## src/rtl/sprite_line_scanner.sv

```systemverilog
// Sprite line scanner: walks OAM once per scanline and collects up to
// MAX_PER_LINE sprites whose vertical span covers the target line.
// The OAM read is pipelined, so one entry is evaluated per clock.
// Slots are filled in ascending OAM index order. A sprite that finds
// all slots taken raises overflow and ends the scan.
module sprite_line_scanner #(
  parameter int OAM_ENTRIES  = 64,
  parameter int MAX_PER_LINE = 8,
  parameter int SPRITE_H     = 16,
  localparam int AW = $clog2(OAM_ENTRIES),
  localparam int RW = $clog2(SPRITE_H),
  localparam int CW = $clog2(MAX_PER_LINE + 1)
) (
  input  logic                       clk,
  input  logic                       reset,
  input  logic                       start,
  input  logic [9:0]                 line,
  output logic [AW-1:0]              oam_addr,
  input  logic [31:0]                oam_data,
  output logic [MAX_PER_LINE-1:0]    slot_valid,
  output logic [MAX_PER_LINE*AW-1:0] slot_idx,
  output logic [MAX_PER_LINE*RW-1:0] slot_row,
  output logic [CW-1:0]              count,
  output logic                       busy,
  output logic                       done,
  output logic                       overflow
);

  localparam logic [1:0] ST_IDLE  = 2'd0;
  localparam logic [1:0] ST_SCAN  = 2'd1;
  localparam logic [1:0] ST_FLUSH = 2'd2;
  localparam logic [1:0] ST_DONE  = 2'd3;

  localparam logic [AW-1:0] LAST_ADDR = AW'(OAM_ENTRIES - 1);
  localparam logic [CW-1:0] FULL_CNT  = CW'(MAX_PER_LINE);
  localparam logic [9:0]    HEIGHT    = 10'(SPRITE_H);

  logic [1:0]                 state_q, state_d;
  logic [AW-1:0]              addr_q, addr_d;
  logic                       eval_vld_q, eval_vld_d;
  logic [AW-1:0]              eval_idx_q, eval_idx_d;
  logic [9:0]                 line_q, line_d;
  logic [MAX_PER_LINE-1:0]    valid_q, valid_d;
  logic [MAX_PER_LINE*AW-1:0] idx_q, idx_d;
  logic [MAX_PER_LINE*RW-1:0] row_q, row_d;
  logic [CW-1:0]              count_q, count_d;
  logic                       ovf_q, ovf_d;
  logic                       busy_q, busy_d;
  logic                       done_q, done_d;

  logic [9:0]    diff_s;
  logic          in_range_s;
  logic [RW-1:0] row_s;

  // Vertical hit test on the entry returned by OAM this cycle; the
  // 10-bit subtraction wraps so sprites straddling line 0 still match.
  always_comb begin
    diff_s     = line_q - oam_data[27:18];
    in_range_s = oam_data[31] && (diff_s < HEIGHT);
    if (oam_data[30]) begin
      row_s = ~diff_s[RW-1:0];
    end else begin
      row_s = diff_s[RW-1:0];
    end
  end

  // Next-state logic: address sequencing, slot allocation and FSM.
  always_comb begin
    state_d    = state_q;
    addr_d     = addr_q;
    eval_vld_d = 1'b0;
    eval_idx_d = eval_idx_q;
    line_d     = line_q;
    valid_d    = valid_q;
    idx_d      = idx_q;
    row_d      = row_q;
    count_d    = count_q;
    ovf_d      = ovf_q;

    if (start) begin
      // A start always wins, even mid-scan: restart from entry 0.
      state_d    = ST_SCAN;
      addr_d     = {AW{1'b0}};
      line_d     = line;
      valid_d    = {MAX_PER_LINE{1'b0}};
      idx_d      = {(MAX_PER_LINE*AW){1'b0}};
      row_d      = {(MAX_PER_LINE*RW){1'b0}};
      count_d    = {CW{1'b0}};
      ovf_d      = 1'b0;
    end else begin
      case (state_q)
        ST_IDLE: begin
          state_d = ST_IDLE;
        end
        ST_SCAN: begin
          eval_vld_d = 1'b1;
          eval_idx_d = addr_q;
          if (addr_q == LAST_ADDR) begin
            state_d = ST_FLUSH;
          end else begin
            addr_d = addr_q + AW'(1);
          end
        end
        ST_FLUSH: begin
          state_d = ST_DONE;
        end
        ST_DONE: begin
          state_d = ST_DONE;
        end
        default: begin
          state_d = ST_IDLE;
        end
      endcase

      // Evaluate the entry whose address was issued last cycle.
      if (eval_vld_q && in_range_s) begin
        if (count_q == FULL_CNT) begin
          // No free slot: flag overflow and stop looking at entries.
          ovf_d      = 1'b1;
          eval_vld_d = 1'b0;
          if (state_q == ST_SCAN) begin
            state_d = ST_FLUSH;
          end else begin
            state_d = ST_DONE;
          end
        end else begin
          count_d = count_q + CW'(1);
          for (int i = 0; i < MAX_PER_LINE; i++) begin
            if (count_q == CW'(i)) begin
              valid_d[i]          = 1'b1;
              idx_d[i*AW +: AW]   = eval_idx_q;
              row_d[i*RW +: RW]   = row_s;
            end else begin
              valid_d[i] = valid_d[i];
            end
          end
        end
      end else begin
        count_d = count_d;
      end
    end

    busy_d = (state_d == ST_SCAN) || (state_d == ST_FLUSH);
    done_d = (state_d == ST_DONE);
  end

  // State and result registers with asynchronous reset.
  always_ff @(posedge clk or posedge reset) begin
    if (reset) begin
      state_q    <= ST_IDLE;
      addr_q     <= {AW{1'b0}};
      eval_vld_q <= 1'b0;
      eval_idx_q <= {AW{1'b0}};
      line_q     <= 10'd0;
      valid_q    <= {MAX_PER_LINE{1'b0}};
      idx_q      <= {(MAX_PER_LINE*AW){1'b0}};
      row_q      <= {(MAX_PER_LINE*RW){1'b0}};
      count_q    <= {CW{1'b0}};
      ovf_q      <= 1'b0;
      busy_q     <= 1'b0;
      done_q     <= 1'b0;
    end else begin
      state_q    <= state_d;
      addr_q     <= addr_d;
      eval_vld_q <= eval_vld_d;
      eval_idx_q <= eval_idx_d;
      line_q     <= line_d;
      valid_q    <= valid_d;
      idx_q      <= idx_d;
      row_q      <= row_d;
      count_q    <= count_d;
      ovf_q      <= ovf_d;
      busy_q     <= busy_d;
      done_q     <= done_d;
    end
  end

  assign oam_addr   = addr_q;
  assign slot_valid = valid_q;
  assign slot_idx   = idx_q;
  assign slot_row   = row_q;
  assign count      = count_q;
  assign busy       = busy_q;
  assign done       = done_q;
  assign overflow   = ovf_q;

endmodule
```

## config.mk

```make
export PLATFORM = sky130hd
export DESIGN_NAME = sprite_line_scanner
export DESIGN_NICKNAME = d
export VERILOG_FILES = /design/src/rtl/sprite_line_scanner.sv
export SDC_FILE = /design/constraint.sdc
export NUM_CORES = 1
export LEC_CHECK = 0
export ABC_AREA = 1
export CAP_MARGIN = 5
export CELL_PAD_IN_SITES_DETAIL_PLACEMENT = 1
export CELL_PAD_IN_SITES_GLOBAL_PLACEMENT = 2
export CORE_ASPECT_RATIO = 1.75
export CORE_UTILIZATION = 30
export DETAILED_ROUTE_END_ITERATION = 8
export GPL_ROUTABILITY_DRIVEN = 0
export GPL_TIMING_DRIVEN = 0
export PLACE_DENSITY_LB_ADDON = 0.1
export SYNTH_ARGS = -nofsm -noshare
export SYNTH_HDL_FRONTEND = slang
export SYNTH_SLANG_ARGS = --single-unit
```

## constraint.sdc

```tcl
create_clock -name clk -period 10.15 [get_ports clk]
set_input_delay 1.015 -clock clk [delete_from_list [all_inputs] [get_ports clk]]
set_output_delay 1.015 -clock clk [all_outputs]
set_load 0.05 [all_outputs]
```

* Word level (Yosys, flattened, before mapping)
Index checks and enable logic that the tools add are counted.
** Word-level totals
- Register bits :: 120
- Bits of input ports :: 45
- Output and inout port bits :: 101
- Word-level logic and storage cells :: 138
** Operators by class
- $add $sub $neg :: 3
- Order comparisons :: 1
- Equality and inequality tests :: 17
- Multiplexer cells :: 53
- Bitwise gates (word level) :: 2
- Reduce and logical (&&, ||, !) cells :: 29
** Operators with widths (number)
- $mux W48 :: 3
- $mux W32 :: 3
- $mux W6 :: 11
- $mux W4 :: 12
- $mux W8 :: 3
- $reduce_and A3 Y1 :: 8
- $reduce_bool A2 Y1 :: 11
- $eq A4 B3 Y1 const B :: 4
- $mux W1 :: 16
- $lt A10 B5 Y1 const B :: 1
- $sub A10 B10 Y10 :: 1
- $eq A2 B2 Y1 const B :: 4
- $eq A4 B2 Y1 const B :: 2
- $mux W2 :: 4
- $reduce_and A2 Y1 :: 4
- $add A6 B1 Y6 const B :: 1
- $eq A6 B6 Y1 const B :: 1
- $pmux W2 S3 :: 1
- $add A4 B1 Y4 const B :: 1
- $eq A2 B1 Y1 const B :: 2
- $eq A4 B1 Y1 const B :: 1
- $eq A4 B4 Y1 const B :: 1
- $logic_not A4 Y1 :: 1
- $ne A2 B2 Y1 const B :: 2
- 6 further kinds :: 7

* Longest topological paths before layout
Gate-level depths: netlist of the first run.
- Depth in word-level cells :: 8
- Gate-level depth with buffers :: 18
- Mapped depth without buffers :: 16

* Worst setup path before layout of the first run
Ideal clock, no wire load.
- Kind :: input to register
- From :: in oam_data[18]
- To :: reg busy_q, in the netlist busy
- Library setup time :: 0.126 ns
- Arrival :: 2.960 ns
- Required time :: 10.024 ns
- Setup slack :: 7.064 ns
- Stages :: 13
- Buffers on the path :: 0
- Cells stage by stage :: ha_1 > fa_1 > inv_1 > nand3_1 > nand3_1 > nand2_1 > nor2_1 > nand3_1 > nor3_1 > nand3_1 > nand2_1 > nand3_1 > ha_1
** On the way
- Longest elaborated chain between the ends :: 8
- Elaborated cells on any way between the ends :: 9
- Those cells by class :: 1 x add/sub; 1 x order compare; 2 x eq/ne; 2 x mux; 3 x reduce/logical
** Ends and longest elaborated chain
- from (decl) :: line 19 : input logic [31:0] oam_data,
- $sub A10 B10 Y10 (*) :: line 58 : diff_s = line_q - oam_data[27:18];
- $lt A10 B5 Y1 (*) :: line 59 : in_range_s = oam_data[31] && (diff_s < HEIGHT);
- $logic_and A1 B1 Y1 (*) :: line 59
- $logic_and A1 B1 Y1 (*) :: line 116 : if (eval_vld_q && in_range_s) begin
- $mux W2 (*) :: line 116
- $mux W2 (*) :: line 80 : if (start) begin
- net state_d[0] :: line 38 : logic [1:0] state_q, state_d;
- $eq A2 B1 Y1 / $eq A2 B2 Y1 (equally long branches) :: line 143 : busy_d = (state_d == ST_SCAN) || (state_d == ST_FLUSH);
- $logic_or A1 B1 Y1 (*) :: line 143
- net busy_d :: line 48 : logic busy_q, busy_d;
- to (signal assigned) :: line 173 : busy_q <= busy_d;
- to (decl) :: line 48
Mark *: on every way through the listed nets, which the timed path passes. The rest lies on a longest branch.
A chain may end at the register's enable or synchronous reset.

* Final worst setup path of the first run
Ends and elaborated chain as after synthesis.

==> results of run 1 <==
-- critical path, delay by kind of cell --
family	cells	cell delay [ps]
AND/OR/NAND/NOR	8	1410
adder cells (fa/ha/maj)	3	970
buffers and inverters	3	600
-- layout make-up --
class	instances	share of cell area
Sequential cell	120	0.380
Multi-Input combinational cell	484	0.286
Timing Repair Buffer	125	0.161
Clock buffer	25	0.0628
Tap cell	238	0.0377
Inverter	65	0.0315
Buffer	32	0.0261
Clock inverter	7	0.0146
-- flip-flops by register name, summed over array words and instances, names as in the netlist --
name	count
overflow	1
eval_vld_q	1
line_q	10
busy	1
state_q	2
slot_valid	8
done	1
eval_idx_q	6
slot_row	32
count	4
slot_idx	48
oam_addr	6
-- cells by family after synthesis --
family / Yosys count / synth area share
flip-flops: 120 / 0.526
AND/OR/NAND/NOR: 424 / 0.316
AO/OA/AOI/OAI: 39 / 0.0350
buffers and inverters: 97 / 0.0788
adder cells (fa/ha/maj): 16 / 0.0364
XOR/XNOR: 5 / 0.00767
-- per-layer routing --
layer / wire [um] / vias up / share of wire
li1: - / 2509 / -
met1: 6830 / 2532 / 0.37
met2: 10500 / 106 / 0.57
met3: 690 / 24 / 0.037
met4: 515 / 0 / 0.028
met5: 0 / - / 0
-- power by group through the flow --
stage / clock, mW / combinational [mW] / sequential, mW
CTS: 0.638 / 0.328 / 0.538
floorplan: 0 / 0.106 / 0.645
global placement: 0 / 0.322 / 0.544
global route: 0.656 / 0.350 / 0.541
detailed placement: 0 / 0.327 / 0.546
finish: 0.623 / 0.322 / 0.537
-- cells in the final DEF, fill, tap and decap left out, types with 15 or more instances in the layout --
cell             instances
clkbuf_16               17
clkdlybuf4s50_1        124
inv_1                   64
dfrtp_1                120
ha_1                    15
nand2_1                259
nand3_1                113
a21oi_1                 17
clkbuf_1                18
o21ai_0                 20
nor2_1                  24
-- synthesized netlist by cell type --
master,instances
nand2_1,259
dfrtp_1,120
nand3_1,113
inv_1,65
nor2_1,24
o21ai_0,20
a21oi_1,17
ha_1,15
clkbuf_1,14
buf_6,11
nand2_2,10
nand4_1,8
buf_1,4
buf_2,3
nor3_1,3
xor2_1,3
or2_2,2
xnor2_1,2
a21o_1,1
and3_1,1
fa_1,1
nand3_2,1
nor2_2,1
nor2_4,1
nor4_1,1
o31ai_1,1
-- final timing paths --
| check | from | to |
|---|---|---|
| max in group asynchronous | reset | slot_idx[14] |
| min in group asynchronous | reset | slot_row[28] |
| worst max-delay path | oam_data[18] | busy |
| worst min-delay path | slot_row[25] | slot_row[25] |
| worst max register to register | line_q[0] | busy |
| worst min register to register | slot_row[25] | slot_row[25] |
-- per-stage QoR --
step | utilization | setup slack (ps) | cells | area [um2] | hold WS, ps
after detailed placement | 0.392 | 5990 | 1064 | 7280 | 458
after CTS | 0.425 | 6410 | 1096 | 7900 | 473
final | 0.425 | 6440 | 1096 | 7900 | 467
after global placement | 0.390 | 4090 | 1063 | 7250 | 453
after floorplan | - | 5950 | 701 | 5710 | 446
after global routing | 0.425 | 6170 | 1096 | 7900 | 494
==> results_dict.tcl, run 1 <==
set metrics [dict create \
    slowest_stage "nor3_1" \
    layout.nets 906 \
    clkPwrFrac 0.420 \
    drv_slew 0 \
    netlist_instances 701 \
    crit_type "input port to flop" \
    r2r_setup_slack_ps 7130 \
    syn_area_um2 5710 \
    worst_skew_pair.late_latency_ps 410 \
    wire_per_inst_um 16.9 \
    top_usage_layer "met2" \
    p_switching_mw 0.456 \
    synth_area_per_cell_um2 8.15 \
    area_growth_pct 38.2 \
    final.min_clock_period_ps 3710 \
    ir_drop_uv 101 \
    synthDistinctLibCells 26 \
    slowest_delay_ps 430 \
    num_rows 66 \
    drive_above_1_share 0.0688 \
    p_seq_frac 0.362 \
    period_share 0.365 \
    clockBufferDepth 2 \
    place_hpwl_um 14100 \
    grtUsageMet2 0.389 \
    intPower_mw 1.03 \
    vias 5171 \
    cts-hold-fix-buffers 0 \
    viasPerCell 4.72 \
    outcome "finished, final reports clean" \
    port-buffer-count 124 \
    cts.clk_slew.worst_paths_ps 60 \
    pwr-share-comb 0.218 \
    io_pins 146 \
    dieArea_um2 19600 \
    multi_input_area_um2 2260 \
    grt_max_degree 71 \
    post_cts_resize_count 0 \
    max_slew_margin 0.187 \
    regArea_um2 3000 \
    finalPower_mw 1.48 \
    critPathLaunchType "input port" \
    hold_class "flop to flop" \
    synth_seq_cells 120 \
    grt.total_usage 0.203 \
    p_leak_nw 4.00 \
    synth.area.top_cells "dfrtp_1, nand2_1, nand3_1" \
    power_density_nw_per_um2 188 \
    met1_usage 0.209 \
    reg2regPathDepth 14 \
    fin_setup_tns_ps 0 \
    final.fill_count 2239 \
    htreeDepth 4 \
    cp_cell_sequence "clkdlybuf4s50_1, ha_1, fa_1, inv_1, nand3_1, nand2_1, nand3_1, nand3_1, inv_1, nor3_1, nand3_1, nand2_1, nand3_1, ha_1" \
    drt_iter0_drc 252 \
    cpMostUsedCell "nand3_1" \
    synth_top_area_share 0.526 \
    final-hold-violation-count 0 \
    postRouteAntennaNets 0 \
    wirelength_um 18500 \
    firstDrtPassIters 4 \
    crit_fanout 4 \
    antenna_found_initial 0 \
    whs_path_depth 2 \
    cp.arrival_ps 4000 \
    numClockSinks 120 \
    p_sw_frac 0.308 \
    ys_seq_area_frac 0.526 \
    cts_tree "yes" \
    rsz0062_at_grt "no" \
    grt_pass1_wl_um 30000 \
    die_h_um 185 \
    finalSetupViolations 0 \
    die_x_um 106 \
    finClkSkew_ps 8.33 \
    clock-root-buffer "clkbuf_16" \
    grt_pass1_vias 5652 \
    drc 0 \
    post_cts_buffers 0 \
    synth_fp_nets 762 \
    yosys_warnings 0 \
    coreArea_um2 18600 \
    max_slew.worst_pin.slew_ps 1220 \
    diodes 0 \
    grt_use_met3 0.0453 \
    gr-total-overflow 0 \
    fmax_mhz 270 \
    drv_cap 0 \
    numCtsBuffers 17 \
    start_util 0.307 \
    synth_top_area_cell "dfrtp_1" \
    worst_setup_path_end_kind "flop" \
    required_ps 10440 \
]
Note: power is estimated with default switching activity, not from simulation.
==> inputs of run 2 (changes only) <==
Settings changed: CORE_UTILIZATION 30 to 28.
Clock period 10.15 ns to 3.9 ns, I/O delays scaled along.
==> results_dict.tcl, run 2 (synthesized netlist as in run 1, its figures left out) <==
set metrics [dict create \
    cts.clk_slew.worst_paths_ps 60 \
    grt_use_met3 0.0395 \
    final_cells 1103 \
    finalSetupViolations 0 \
    grt.total_usage 0.198 \
    crit_fanout 4 \
    wirelength_um 18900 \
    critPathLaunchType "input port" \
    layout.nets 906 \
    grt_pass1_wl_um 30700 \
    multi_input_area_um2 2260 \
    top_usage_layer "met2" \
    firstDrtPassIters 4 \
    drive_above_1_share 0.0723 \
    start_util 0.288 \
    diodes 0 \
    max_slew_margin 0.127 \
    numCtsBuffers 17 \
    worst_setup_path_end_kind "flop" \
    cts-hold-fix-buffers 0 \
    post_cts_resize_count 0 \
    largest_reg_flops 48 \
    die_x_um 110 \
    layout_common_cells "nand2_1, clkdlybuf4s50_1, dfrtp_1" \
    required_ps 4200 \
    place_ws_ps 301 \
    num_rows 68 \
    postRouteAntennaNets 0 \
    wire_per_inst_um 17.2 \
    antenna_found_initial 0 \
    reg2regPathDepth 14 \
    drv_slew 0 \
    drc 0 \
    final_common_cell "nand2_1" \
    drv_cap 0 \
    htreeDepth 4 \
    final.min_clock_period_ps 3150 \
    regArea_um2 3000 \
    drt_iter0_drc 225 \
    viasPerCell 4.66 \
    dieArea_um2 21000 \
    max_slew.worst_pin.slew_ps 1310 \
    clock-root-buffer "clkbuf_16" \
    final-hold-violation-count 0 \
    p_leak_nw 4.02 \
    cts_tree "yes" \
    coreArea_um2 19800 \
    worst_skew_pair.late_latency_ps 420 \
    placed_cells 1071 \
    power_density_nw_per_um2 503 \
    grtUsageMet2 0.375 \
    io_pins 146 \
    die_h_um 191 \
    finalPower_mw 4.00 \
    cp.arrival_ps 3450 \
    numClockSinks 120 \
    post_cts_buffers 0 \
    rsz0062_at_grt "no" \
    met1_usage 0.212 \
    ir_drop_uv 244 \
    r2r_setup_slack_ps 790 \
    fmax_mhz 317 \
    crit_type "input port to flop" \
    grt_max_degree 72 \
    timing.rr.end "busy" \
    area_growth_pct 39.3 \
    outcome "finished, final reports clean" \
    final.fill_count 2369 \
    finClkSkew_ps 8.51 \
    vias 5142 \
    gr-total-overflow 0 \
    clockBufferDepth 2 \
    layout_setup_ws_ps 746 \
    period_share 0.809 \
    hold_class "input port to asynchronous set/reset pin" \
    grt_pass1_vias 5653 \
    place_hpwl_um 14400 \
    timing.rr.start "line_q[0]" \
    port-buffer-count 124 \
]
run 2: changes by cell type in the layout (fill, tap and decap cells not counted):
cell | previous run | this run
clkinv_4 | 0 | 1
clkbuf_8 | 4 | 3
bufinv_16 | 3 | 5
clkbuf_1 | 18 | 15
inv_6 | 1 | 2
run 2: metal layers:
| metal | vias up | share of wire |
|---|---|---|
| met4 | 0 | 0.022 |
| met3 | 21 | 0.032 |
| met5 | - | 0 |
| li1 | 2510 | - |
| met1 | 2504 | 0.38 |
| met2 | 107 | 0.57 |
run 2: where the power goes:
part / internal [mW] / total, mW / switching [mW]
Clock: 1.19 / 1.76 / 0.575
Combinational: 0.262 / 0.845 / 0.583
Sequential: 1.34 / 1.40 / 0.0598
run 2: critical path, stage by stage:
cell	delay [ps]
clkdlybuf4s50_1	410
ha_1	220
fa_1	410
inv_1	110
nand3_1	120
nand3_1	110
nand2_1	50
nor2_1	140
nand3_1	130
nor3_1	450
nand3_1	310
nand2_1	130
nand3_1	140
ha_1	330
run 2: cell type report:
| class | count | area share |
|---|---|---|
| Clock buffer | 21 | 0.0591 |
| Timing Repair Buffer | 125 | 0.159 |
| Clock inverter | 11 | 0.0242 |
| Sequential cell | 120 | 0.377 |
| Tap cell | 245 | 0.0385 |
| Inverter | 65 | 0.0313 |
| Multi-Input combinational cell | 484 | 0.284 |
| Buffer | 32 | 0.0259 |
run 2: worst max-delay path by stage:
stage                end  slack, ps         start
5_1_grt             busy        460  oam_data[18]
2_1_floorplan       busy        320         reset
4_1_cts             busy        740  oam_data[18]
3_5_place_dp        busy        300  oam_data[18]
3_3_place_gp   line_q[6]      -1550         reset
6_report            busy        750  oam_data[18]
run 2: per-stage QoR:
stage,utilization,cell area [um2],setup TNS (ps),hold slack [ps]
after floorplan,-,5710,0,446
after global placement,0.366,7260,-183390,454
after detailed placement,0.368,7290,0,458
after CTS,0.401,7960,0,396
after global routing,0.401,7960,0,414
final,0.401,7960,0,384
==> inputs of run 3 (changes only) <==
Settings changed: CORE_UTILIZATION 28 to 25.
Clock period 3.9 ns to 2.7 ns, I/O delays scaled along.
==> results_dict.tcl, run 3 (synthesized netlist as in run 1, its figures left out) <==
set metrics [dict create \
    worst_setup_path_end_kind "flop" \
    port-buffer-count 124 \
    cp_top_family "simple AND/OR/NAND/NOR gates" \
    intPower_mw 3.84 \
    ir_drop_uv 312 \
    r2r_setup_slack_ps 130 \
    post_dp_cell_area_um2 7390 \
    cts-hold-fix-buffers 0 \
    worst-path-buf-inv 2 \
    drive_above_1_share 0.112 \
    finClkSkew_ps 8.44 \
    clkPwrFrac 0.410 \
    coreArea_um2 22300 \
    num_rows 72 \
    cts_tree "yes" \
    numClockSinks 120 \
    p_seq_frac 0.359 \
    die_h_um 202 \
    grt_pass1_vias 5693 \
    numCtsBuffers 17 \
    cp_cell_sequence "inv_2, ha_4, fa_2, inv_2, nand3_4, nand3_2, nand2_2, nor2_4, nand3_2, nor3_4, nand3_4, nand2_2, nand3_4, ha_4" \
    clock-root-buffer "clkbuf_16" \
    grt_pass1_wl_um 31600 \
    max_slew_margin 0.187 \
    drc 0 \
    postRouteAntennaNets 0 \
    drt_iter0_drc 168 \
    final_cells 1163 \
    cpMostUsedCell "nand3_4" \
    timing.rr.start "line_q[0]" \
    grt_max_degree 42 \
    place_ws_ps -771 \
    io_pins 146 \
    whs_ps 220 \
    drv_slew 0 \
    layout_common_cells "nand2_1, clkdlybuf4s50_1, dfrtp_1" \
    viasPerCell 4.49 \
    outcome "finished, final reports clean" \
    cp.arrival_ps 2940 \
    p_leak_nw 4.06 \
    dieArea_um2 23500 \
    hold_class "input port to asynchronous set/reset pin" \
    p_switching_mw 1.78 \
    drv_cap 0 \
    largest_reg_flops 48 \
    timing.rr.end "busy" \
    gr-total-overflow 0 \
    clockBufferDepth 2 \
    rsz0062_at_grt "yes" \
    period_share 0.951 \
    finalSetupViolations 0 \
    grt.total_usage 0.183 \
    max_slew.worst_pin.slew_ps 1220 \
    slowest_stage "fa_2" \
    finalPower_mw 5.63 \
    reg2regPathDepth 14 \
    crit_type "flop to flop" \
    place_hpwl_um 15200 \
    slowest_delay_ps 370 \
    area_growth_pct 44.2 \
    p_sw_frac 0.317 \
    final_cell_area_um2 8240 \
    worst_skew_pair.late_latency_ps 430 \
    pwr-share-comb 0.231 \
    crit_fanout 4 \
    diodes 0 \
    final_common_cell "nand2_1" \
    cts.clk_slew.worst_paths_ps 50 \
    required_ps 3070 \
    placed_cells 1124 \
    power_density_nw_per_um2 683 \
    htreeDepth 4 \
    wirelength_um 20000 \
    layout_setup_ws_ps 133 \
    layout.nets 915 \
    vias 5222 \
    antenna_found_initial 0 \
    firstDrtPassIters 4 \
    die_x_um 116 \
    final.min_clock_period_ps 2570 \
    fmax_mhz 390 \
    wire_per_inst_um 17.2 \
    final-hold-violation-count 0 \
    critPathLaunchType "flop" \
    start_util 0.257 \
]
==> run 3: changes by cell type in the layout (fill, tap and decap cells not counted), moves of 4 or more <==
cell | before | now
a21oi_1 | 17 | 12
a21oi_2 | 0 | 4
buf_12 | 0 | 4
buf_4 | 0 | 5
ha_1 | 15 | 11
nand3_1 | 113 | 105
nand3_2 | 1 | 6
==> run 3: power by group through the flow <==
stage / sequential [mW] / clock [mW] / combinational [mW]
after detailed placement: 2.06 / 0 / 1.25
final: 2.02 / 2.31 / 1.30
after global routing: 2.04 / 2.44 / 1.40
after floorplan: 2.43 / 0 / 0.398
after CTS: 2.02 / 2.37 / 1.27
after global placement: 2.05 / 0 / 1.22
==> run 3: timing repair <==
item                       in CTS  in global routing
setup buffers                   0                  6
setup endpoints to repair      66                 94
gates resized for setup        12                 27
cloned                          0                  1
pin swaps                       0                  8
==> run 3: worst max path at each step <==
stage                 startpoint            end  depth (start not counted)
global route           line_q[0]  slot_valid[3]                         17
global placement    oam_data[18]           busy                         14
finish                 line_q[0]           busy                         14
detailed placement  oam_data[18]           busy                         14
CTS                    line_q[0]           busy                         14
floorplan              line_q[0]           busy                         14
==> run 3: routing by layer <==
metal / share of wire / up-vias / GRT usage
li1: - / 2537 / -
met1: 0.37 / 2551 / 0.189
met2: 0.58 / 108 / 0.351
met3: 0.032 / 26 / 0.0375
met4: 0.020 / 0 / 0.0668
met5: 0 / - / 0
==> run 3: area by class of cell <==
type	count	area, um2
repair buffers	134	1380
clock buffers	23	468
flip-flops and latches	120	3000
clock inverters	9	123
fillers	2654	14000
well taps	296	370
multi-input cells	484	2430
plain buffers	32	213
inverters	65	248
==> run 3: through the flow <==
step / TNS, ps / utilization
floorplan: 0 / -
global placement: -69150 / 0.329
detailed placement: -40970 / 0.332
CTS: -52.9 / 0.361
global route: 0 / 0.370
finish: 0 / 0.370
==> run 3: worst register-to-register path, stage by stage, from the launching register on <==
cell	delay, ps
dfrtp_1	330
inv_2	50
ha_4	150
fa_2	370
inv_2	100
nand3_4	70
nand3_2	80
nand2_2	60
nor2_4	110
nand3_2	130
nor3_4	370
nand3_4	160
nand2_2	140
nand3_4	90
ha_4	290
==> patch: new RTL, config.mk and constraints of run 3 <==
One comparison of `count_q` changes from == to >=.
--- a/src/rtl/sprite_line_scanner.sv
+++ b/src/rtl/sprite_line_scanner.sv
@@ -116,3 +116,3 @@
       if (eval_vld_q && in_range_s) begin
-        if (count_q == FULL_CNT) begin
+        if (count_q >= FULL_CNT) begin
           // No free slot: flag overflow and stop looking at entries.
Function: same outputs for any inputs over 4 cycles, from zero or initial values and one cycle with reset high; that may be too few to reach the edited logic, so the function may still have changed.
==> patch against run 3 <==
- worst setup slack gained 51 ps
- final area shrank 2.9%
- synthesized area shrank 1.7%
- sequential power shrank 6%
- routed wire length shrank 1.7%
- final cell count shrank 0.69%
- sequential cell count is the same
- power shrank 16%
==> patch: results (changes against run 3) <==
Placement
  • PortBufs: 125 (+0.81%)
  • Cell total after placement: 1119 (-0.44%)
  • DP Area: 0.00730 mm² (-1.2%)
  • Post-detail-place hpwl: 14800 µm (-2.6%)

Status
  • Status: complete, no violations

Synth
  • Compound-cell area share of the yosys netlist: 3.85% (+0.35 points)
  • Sequential area share after synthesis: 53.5% (+0.89 points)
  • Cell variety after synth: 28 (+7.7%)
  • Top cells by count, synth: nand2_1, dfrtp_1, nand3_1
  • Proportion of synthesized area in mux cells: 0% (unchanged)
  • Net Count, Synth: 756 (-0.79%)
  • Xor and xnor area share after synthesis: 0.468% (-0.30 points)
  • Synth Flop Type: dfrtp_1
  • Yosys warnings: 0 (unchanged)
  • Avg Inst Size Synth: 8.08 µm² (-0.82%)
  • Synth area leaders: dfrtp_1, nand2_1, nand3_1
  • Post-Synth Adder-Cell Area: 3.70% (+0.062 points)

Critical path
  • Crit path max fanout: 8 (+4)
  • CP arrival: 2870 ps (-70 ps)

Route
  • Drt first pass iters: 4 (unchanged)
  • Routed via count: 5121 (-1.9%)
  • Total Wirelength: 19600 µm (-1.7%)
  • 1st-iter DRT viols: 244 (+45%)

Cells and area
  • # diodes: 0 (unchanged)
  • Filler cell count: 2598 (-2.1%)
  • Non-filler cells, final: 1155 (-0.69%)
  • Layout cell share with drive strength beyond 1: 8.85% (-2.3 points)
  • Nets: 908 (-0.77%)

Global routing
  • GR Util met1: 20.3% (+1.3 points)
  • Grt met3 use: 3.75% (+0.0038 points)
  • Initial antenna violation count: 0 (unchanged)
  • Met2 GRT Util: 33.9% (-1.2 points)
  • Vias in the first global route: 5396 (-5.2%)
  • First-pass GRT wire length: 31100 µm (-1.6%)
  • Largest net degree at the start of global routing: 43 (+2.4%)
  • Overall Global Routing Usage: 18.3% (-0.020 points)

Clocking
  • Clk_lat worst skew: 430 ps (about the same)
  • Number of H-tree levels: 4 (unchanged)
  • Clock root buffer: clkbuf_16

Pwr
  • Peak VDD IR: 294 µV (-5.6%)
  • Leak: 3.97 nW (-2.4%)

STA
  • Clock skew: 10.2 ps (+1.78 ps)
  • Headroom to the max-slew limit: 18.4% (-0.29 points)
-- patch: cell types whose count changed after synthesis, moves of 3 or more --
cell,change
buf_1,+3
nor2_1,+5
xor2_1,-3
nand2_2,-5
clkinv_1,+6
buf_6,-10
clkbuf_1,-6
inv_1,+7
buf_2,+5
nand3_1,-3
nand2_1,-10
nand4_1,-3
a21oi_1,+3
-- patch: metrics by stage --
stage               setup TNS [ps]  power, mW  worst slack [ps]
floorplan                        0       2.38               351
global placement            -62290       2.64              -451
detailed placement          -30010       2.67              -473
CTS                              0       4.76              9.63
global route                     0       4.92              2.38
finish                           0       4.70               184
-- patch: cell type report --
class / count / area [µm²] / area share (%)
sequential: 120 / 3000 / 37.5
multi-input combinational: 471 / 2250 / 28.1
timing repair buffer: 133 / 1370 / 17.2
clock buffer: 28 / 507 / 6.34
tap: 296 / 370 / 4.63
inverter: 79 / 319 / 3.99
buffer: 25 / 161 / 2.02
clock inverter: 3 / 15.0 / 0.188
-- patch: final timing paths --
kind                                end      start  slack, ps  depth (start not counted)
setup / recovery           slot_row[21]  line_q[0]        180                          7
hold / removal             slot_idx[18]      reset        250                          2
setup reg to reg           slot_row[21]  line_q[0]        180                          7
hold reg to reg               line_q[5]  line_q[5]        480                          2
max in group asynchronous  slot_row[20]      reset       1590                          4
min in group clk              line_q[6]    line[6]        380                          3
-- patch: power breakdown --
group	internal, mW	total [mW]	switching (mW)	leakage (nW)
logic	0.241	0.748	0.507	2.08
registers	1.86	1.90	0.0456	1.63
clock network	1.26	2.05	0.790	0.258
-- patch: cell families (layout without fill, tap and decap cells) --
kind of cell | count (synthesis) | in the layout
and+or+nand+nor | 410 | 410
DFF | 120 | 120
buffers and inverters | 104 | 268
AOI/OAI and AO/OA | 42 | 42
adders and majority gates | 16 | 16
xor gates and xnor gates | 3 | 3
-- patch: timing repair --
action	4_1_cts	5_1_grt
gates cloned	0	0
setup endpoints to repair	14	90
hold buffers	0	0
buffers inserted	3	2
gates resized for setup	5	33
pin swaps	1	8
-- patch: worst max-delay path, cell delays in order, from the launching register on --
cell,delay [ps]
dfrtp_1,320
inv_1,50
ha_1,210
fa_2,550
o21ai_0,90
a21oi_1,920
nand3_1,180
nand2_1,130
-- patch: metal layers --
layer / up-vias / part of all wire, %
met3: 13 / 3.3
met2: 104 / 57
met5: - / 0
met4: 0 / 1.3
met1: 2502 / 38
li1: 2502 / -
